**src/rtl/keypad_pkg.sv**
```systemverilog
// Shared constants, types and key-map helpers for the memory-mapped keypad port.
package keypad_pkg;

    localparam int unsigned NUM_COLS  = 4;
    localparam int unsigned NUM_ROWS  = 4;
    localparam int unsigned NUM_KEYS  = NUM_COLS * NUM_ROWS;

    localparam int unsigned VALID_BIT = 31;
    localparam int unsigned OVR_BIT   = 30;
    localparam int unsigned CODE_LSB  = 0;

    typedef logic [NUM_KEYS-1:0] key_map_t;

    typedef enum logic [1:0] {StCol0, StCol1, StCol2, StCol3} col_state_e;

    function automatic logic is_onehot(key_map_t m);
        return (m != '0) && ((m & (m - key_map_t'(1))) == '0);
    endfunction

    // Bit index equals 4*row + col because snap is assembled as snap[4*r+c].
    function automatic logic [3:0] key_code(key_map_t m);
        logic [3:0] code;
        code = 4'd0;
        for (int i = 0; i < NUM_KEYS; i++) begin
            if (m[i]) code = 4'(i);
        end
        return code;
    endfunction

endpackage

```
**src/rtl/keypad_if.sv**
```systemverilog
// CPU-side read port of the keypad: read strobe in, key register view out.
interface keypad_if;
    logic        rd_strobe;
    logic [31:0] key_reg;

    modport master (output rd_strobe, input key_reg);
    modport slave  (input rd_strobe, output key_reg);
endinterface

```
**src/rtl/keypad_col_scanner.sv**
```systemverilog
// Column scanner: drives one column low per slot, synchronises rows and assembles the key map.
module keypad_col_scanner
    import keypad_pkg::*;
#(
    parameter int unsigned SCAN_DIV = 4
) (
    input  logic       clock,
    input  logic       reset,
    input  logic [3:0] row_in,
    output logic [3:0] col_out,
    output key_map_t   snap,
    output logic       scan_done
);

    localparam int unsigned DivW = (SCAN_DIV > 1) ? $clog2(SCAN_DIV) : 1;
    localparam logic [DivW-1:0] DivLast = DivW'(SCAN_DIV - 1);

    col_state_e      state_q, state_d;
    logic [DivW-1:0] div_q, div_d;
    logic [3:0]      sync1_q, sync2_q;
    key_map_t        snap_q, snap_d;
    logic            slot_end;

    always_ff @(posedge clock or posedge reset) begin
        if (reset) begin
            state_q <= StCol0;
            div_q   <= '0;
            sync1_q <= '0;
            sync2_q <= '0;
            snap_q  <= '0;
        end else begin
            state_q <= state_d;
            div_q   <= div_d;
            sync1_q <= row_in;
            sync2_q <= sync1_q;
            snap_q  <= snap_d;
        end
    end

    always_comb begin
        state_d  = state_q;
        div_d    = div_q + DivW'(1);
        snap_d   = snap_q;
        slot_end = (div_q == DivLast);
        if (slot_end) begin
            div_d = '0;
            // Rows are active-low on the pins; a pressed key reads as 1 in the map.
            for (int r = 0; r < NUM_ROWS; r++) begin
                snap_d[NUM_COLS * r + int'(state_q)] = ~sync2_q[r];
            end
            unique case (state_q)
                StCol0:  state_d = StCol1;
                StCol1:  state_d = StCol2;
                StCol2:  state_d = StCol3;
                StCol3:  state_d = StCol0;
                default: state_d = StCol0;
            endcase
        end
    end

    always_comb begin
        col_out = 4'b1110;
        unique case (state_q)
            StCol0:  col_out = 4'b1110;
            StCol1:  col_out = 4'b1101;
            StCol2:  col_out = 4'b1011;
            StCol3:  col_out = 4'b0111;
            default: col_out = 4'b1110;
        endcase
    end

    // The map handed out includes the column-3 sample being taken this cycle.
    assign snap      = snap_d;
    assign scan_done = slot_end && (state_q == StCol3);

endmodule

```
**src/rtl/keypad_input_port.sv**
```systemverilog
// Memory-mapped 4x4 keypad input port: debounce, single-press detection and a CPU holding register.
module keypad_input_port
    import keypad_pkg::*;
#(
    parameter int unsigned SCAN_DIV       = 4,
    parameter int unsigned DEBOUNCE_SCANS = 3
) (
    input  logic       clock,
    input  logic       reset,
    input  logic [3:0] row_in,
    output logic [3:0] col_out,
    keypad_if.slave    bus,
    output logic [3:0] key_bcd,
    output logic       key_down
);

    localparam logic [3:0] DebMax = 4'(DEBOUNCE_SCANS);

    key_map_t   snap, prev_snap_q, stable_map_q, old_map_q;
    logic       scan_done, map_upd_q, accept, key_event;
    logic [3:0] stable_cnt_q, cnt_d, new_code;
    logic       valid_q, valid_d, ovr_q, ovr_d, key_down_q;
    logic [3:0] code_q, code_d, key_bcd_q, key_bcd_d;

    keypad_col_scanner #(
        .SCAN_DIV(SCAN_DIV)
    ) u_scanner (
        .clock     (clock),
        .reset     (reset),
        .row_in    (row_in),
        .col_out   (col_out),
        .snap      (snap),
        .scan_done (scan_done)
    );

    always_comb begin
        cnt_d  = stable_cnt_q;
        accept = 1'b0;
        if (scan_done) begin
            if (snap == prev_snap_q) begin
                cnt_d = (stable_cnt_q >= DebMax) ? stable_cnt_q : stable_cnt_q + 4'd1;
            end else begin
                cnt_d = 4'd1;
            end
            accept = (cnt_d == DebMax);
        end
    end

    // Only a transition from an idle map to a single key counts as a press.
    assign key_event = map_upd_q && (old_map_q == '0) && is_onehot(stable_map_q);
    assign new_code  = key_code(stable_map_q);

    always_comb begin
        valid_d   = valid_q;
        ovr_d     = ovr_q;
        code_d    = code_q;
        key_bcd_d = key_bcd_q;
        if (key_event) begin
            if (!valid_q) begin
                valid_d   = 1'b1;
                code_d    = new_code;
                key_bcd_d = new_code;
            end else if (bus.rd_strobe) begin
                valid_d   = 1'b1;
                ovr_d     = 1'b0;
                code_d    = new_code;
                key_bcd_d = new_code;
            end else begin
                ovr_d = 1'b1;
            end
        end else if (bus.rd_strobe) begin
            valid_d = 1'b0;
            ovr_d   = 1'b0;
        end
    end

    always_ff @(posedge clock or posedge reset) begin
        if (reset) begin
            prev_snap_q  <= '0;
            stable_cnt_q <= '0;
            stable_map_q <= '0;
            old_map_q    <= '0;
            map_upd_q    <= 1'b0;
            key_down_q   <= 1'b0;
            valid_q      <= 1'b0;
            ovr_q        <= 1'b0;
            code_q       <= '0;
            key_bcd_q    <= '0;
        end else begin
            if (scan_done) begin
                prev_snap_q  <= snap;
                stable_cnt_q <= cnt_d;
            end
            map_upd_q <= accept;
            if (accept) begin
                old_map_q    <= stable_map_q;
                stable_map_q <= snap;
            end
            key_down_q <= |stable_map_q;
            valid_q    <= valid_d;
            ovr_q      <= ovr_d;
            code_q     <= code_d;
            key_bcd_q  <= key_bcd_d;
        end
    end

    always_comb begin
        bus.key_reg                   = '0;
        bus.key_reg[VALID_BIT]        = valid_q;
        bus.key_reg[OVR_BIT]          = ovr_q;
        bus.key_reg[CODE_LSB +: 4]    = code_q;
    end

    assign key_bcd  = key_bcd_q;
    assign key_down = key_down_q;

endmodule

```
**src/flat_wrapper.sv**
```systemverilog
// flat-port wrapper written by rule: the top's interface ports become plain ports
module keypad_input_port_flat import keypad_pkg::*;
#(
    parameter int unsigned SCAN_DIV       = 4,
    parameter int unsigned DEBOUNCE_SCANS = 3
)
  (clock, reset, row_in, col_out, key_bcd, key_down, bus_rd_strobe, bus_key_reg);
  keypad_if bus_i ();
  input  logic clock;
  input  logic reset;
  input  logic [3:0] row_in;
  output logic [3:0] col_out;
  output logic [3:0] key_bcd;
  output logic key_down;
  input wire logic [$bits(bus_i.rd_strobe)-1:0] bus_rd_strobe;
  output wire logic [$bits(bus_i.key_reg)-1:0] bus_key_reg;
  assign bus_i.rd_strobe = bus_rd_strobe;
  assign bus_key_reg = bus_i.key_reg;
  keypad_input_port #(.SCAN_DIV(SCAN_DIV), .DEBOUNCE_SCANS(DEBOUNCE_SCANS)) u_core (.clock(clock), .reset(reset), .row_in(row_in), .col_out(col_out), .bus(bus_i), .key_bcd(key_bcd), .key_down(key_down));
endmodule
```
**config.mk**
```make
export PLATFORM = sky130hd
export DESIGN_NAME = keypad_input_port_flat
export DESIGN_NICKNAME = d
export VERILOG_FILES = /design/src/rtl/keypad_pkg.sv /design/src/rtl/keypad_if.sv /design/src/rtl/keypad_col_scanner.sv /design/src/rtl/keypad_input_port.sv /design/src/flat_wrapper.sv
export SDC_FILE = /design/constraint.sdc
export NUM_CORES = 1
export LEC_CHECK = 0
export BUFFER_PORTS_ARGS = -buffer_cell sky130_fd_sc_hd__buf_2
export CORE_UTILIZATION = 50
export CTS_BUF_LIST = sky130_fd_sc_hd__clkbuf_16
export DETAILED_ROUTE_END_ITERATION = 8
export GPL_ROUTABILITY_DRIVEN = 0
export HOLD_SLACK_MARGIN = 0.15
export PLACE_DENSITY = 0.8
export SYNTH_ARGS = -nofsm -noshare
export SYNTH_HDL_FRONTEND = slang
export SYNTH_SLANG_ARGS = --single-unit
```
**constraint.sdc**
```tcl
create_clock -name clock -period 3.35 [get_ports clock]
set_input_delay 0.335 -clock clock [delete_from_list [all_inputs] [get_ports clock]]
set_output_delay 0.335 -clock clock [all_outputs]
set_load 0.01 [all_outputs]
```
==> results.md <==
- Status: completed
- Area Growth Syn to Fin: 12.0%
- Worst-case reg-to-reg path depth: 10
- Combinational share of power: 5.2%
- Setup Skew: 0.00553 ns
- Synthesized area: 4390 um^2
- Post-Synth Adder-Cell Area: 2.28%
- Clock transition at path regs: 0.06 ns
- FP Rows: 33
- VDD IR max: 219 uV
- Final setup fails: 0
- Flops & latches, synth: 88
- TritonRoute pass-1 iters: 5
- XOR/XNOR share of the synthesized area: 1.59%
- Antenna Violating Nets Remaining: 0
- Core Area: 8340 um^2
- Remaining DRCs: 0
- Routed Wire Length: 9220 um
- Synth Area in Compound Gates: 11.8%
- Crit-path slowest cell: or4b_4
- Critical R2R Launch: u_core.u_scanner.state_q[0]
- Initial Util: 52.7%
- Via count: 3149
- Die X: 95.7 um
- # diodes: 0
- Clock share of power: 41.5%
- Via density: 5.70
- Synth cell count leaders: dfrtp_1, nand2_1, buf_4, mux2_2, o21ai_0
- I/O pin cnt: 48
- Fin cells: 552
- P_sw: 474 uW
- Number of global-route vias before repair: 3024
- Clock root cell: clkbuf_16
- Simple logic cell fraction of the synthesized area: 14.0%
- Worst Path Class, Setup: flop to flop
- WL/cell: 16.7 um
- Count leader, synth: dfrtp_1
- TritonCTS clock tree: built
- Post-synth EDFFs: 0
- Hold-critical path endpoint: u_core.valid_q
- Mux cell area share after synthesis: 10.6%
- Initial DRC count: 217
- Hold Path Origin: bus_rd_strobe
- Final design utilization: 59.0%
- Synth area leaders: dfrtp_1, mux2_2, buf_4
- Reg-to-reg slack, setup: 0.08 ns
- Layout fillers: 657
- Final HPWL DP: 5990 um
- Sw frac: 22.7%
- Die Area: 9170 um^2
- GRT Total Usage: 22.0%
- Largest family of logic cells by synthesized area: simple AND/OR/NAND/NOR gates
- Syn_area_per_cell: 10.5 um^2
- CP arrival: 3.48 ns
- Sink Count: 88
- Die Ht: 95.7 um
- Power Density: 424 nW/um^2
- Worst r2r dst: u_core.stable_map_q[9]
- Most used cell, CP: buf_4
- WP buf/inv: 3
- Worst hold slack: 0.284 ns
- Internal Power: 1.61 mW
- Layout cell share with drive strength beyond 1: 21.9%
- Hold Vio Cnt, Final: 0
- Initial antenna violation count: 0
- Final Max Slew Viols: 0
- Slew @ Worst Pin: 0.904 ns
- Rel. slew slack: 39.2%
- Reg power frac: 53.3%
- Gate Count Post-Synth: 417
- Leakage power: 2.44 nW
- Worst setup EP type: flop
- Critical-path cell list: buf_4 -> ha_2 -> a22o_1 -> a222oi_1 -> o2111ai_1 -> or4b_4 -> nor4b_4 -> buf_4 -> buf_12 -> mux2_1
- Syn. warnings: 0
- Startpoint Class: flop
- Post-synth ARST share: 100%
- H-tree depth: 3
- Max Clk Rate: 306 MHz
- Worst hold path depth: 4
- Max_cap viols: 0
- Dpl ws: -0.0953 ns
- Final critical-path share of the clock period: 97.6%
- Clock buffer depth: 2
- Critical path's largest stage delay: 0.54 ns
- Dpl cells: 526
- Largest net degree at the start of global routing: 47
- Nets: 458
- Critical Path RT: 3.56 ns
- Clk_lat worst skew: 0.33 ns
- Hold Crit Class: input pin to flop
- Area share of the largest cell type after synthesis: 50.1%
- Global-route wire length before repair: 15100 um
- CP delay by family, top: simple AND/OR/NAND/NOR gates
- Crit-path max FO: 16
- Sequential fraction of the synthesis area: 50.1%
- Port buffer count: 21
- Post-synth top flop: dfrtp_1
- Final worst-path setup slack: 0.0817 ns
- Setup crit start: u_core.u_scanner.state_q[0]
- Post-layout minimum cycle time: 3.27 ns
- Synth cell types: 60
- GRT overflow: 0
- TritonCTS Buffers: 9
- Synth area leader: dfrtp_1
[through the flow]
stage / TNS (ns) / cell area [um^2] / total power, mW
2_1_floorplan: 0 / 4490 / 1.22
3_3_place_gp: -0.317 / 4470 / 1.23
3_5_place_dp: -2.60 / 4470 / 1.23
4_1_cts: 0 / 4870 / 2.10
5_1_grt: -0.00411 / 4920 / 2.17
6_report: 0 / 4920 / 2.09
[kinds of logic after synthesis]
group,Yosys count
flops,88
fa+ha+maj,8
buf+inv,73
mux,42
simple gates,121
other cells,1
xor+xnor,8
compound gates,76
[how the worst max path moves through the flow]
stage,cells past startpoint,end,slack (ns)
after floorplan,9,u_core.stable_map_q[0],0.24
final,10,u_core.stable_map_q[9],0.08
after detailed placement,9,u_core.old_map_q[15],-0.1
after global routing,11,u_core.stable_map_q[6],-0.004
after global placement,9,u_core.old_map_q[15],-0.01
after CTS,10,u_core.stable_map_q[6],0.02
[sequential cells by signal, indices dropped and copies added (netlist names)]
name	flops
u_core.stable_map_q	16
u_core.key_bcd	4
u_core.stable_cnt_q	4
u_core.old_map_q	16
u_core.ovr_q	1
u_core.u_scanner.sync1_q	4
u_core.u_scanner.sync2_q	4
u_core.prev_snap_q	16
u_core.map_upd_q	1
u_core.u_scanner.state_q	2
u_core.key_down	1
u_core.u_scanner.div_q	2
u_core.valid_q	1
u_core.u_scanner.snap_q	16
[placed cells by master, fill, tap and decap left out, types with 3 or more instances in the layout]
cell	netlist	final
dfrtp_1	88	87
nand2_1	49	48
mux2_2	31	31
conb_1	1	26
o21ai_0	23	23
buf_2	2	21
nor2_1	20	20
inv_1	21	19
a21oi_1	12	12
buf_4	32	12
clkbuf_16	0	9
nor4_1	8	8
mux2i_1	6	6
xnor2_1	6	6
nor2b_1	6	6
nor3_1	6	6
nand2b_1	5	5
mux2_1	5	5
nand4_1	5	5
dlygate4sd3_1	0	5
and3_1	4	4
o2111ai_1	4	4
ha_1	8	4
nand3b_1	3	3
o31ai_1	3	3
a211o_1	3	3
clkinv_2	0	3
[worst reg2reg max path, stage by stage, from the launching register on]
cell and delay [ns]:
dfrtp_1 0.40, buf_4 0.17, ha_2 0.23, a22o_1 0.22, a222oi_1 0.36, o2111ai_1 0.18, or4b_4 0.54, nor4b_4 0.37
buf_4 0.19, buf_12 0.15, mux2_1 0.35
[area by class of cell]
type,count,area [um^2],area share [%]
repair buffers,42,320,6.51
flip-flops and latches,88,2200,44.8
multi-input cells,281,1930,39.3
well taps,105,131,2.67
inverters,21,80.1,1.63
clock inverters,6,28.8,0.585
clock buffers,9,225,4.58
[metal layers]
metal  global-route usage (%)  vias to the layer above  routed length (um)
met2                     35.2                      124                4480
met1                     28.7                     1544                3920
met5                        0                        -                   0
met3                     4.58                       22                 603
met4                     10.4                        0                 217
li1                         -                     1459                   -
[power groups by stage]
stage / sequential (mW) / combinational (mW) / clock (mW)
floorplan: 1.12 / 0.102 / 0
global placement: 1.13 / 0.0975 / 0
detailed placement: 1.13 / 0.100 / 0
CTS: 1.11 / 0.109 / 0.878
global route: 1.11 / 0.125 / 0.927
finish: 1.11 / 0.109 / 0.866
[timing repair]
action / in CTS / in global routing
resized for setup: 4 / 15
hold endpoints to repair: 47 / 0
hold buffers: 5 / 0
endpoints found under the setup margin: 31 / 32
cloned: 2 / 0
setup buffers: 4 / 0
pin swaps: 1 / 5
Note: power is estimated with default switching activity, not from simulation.
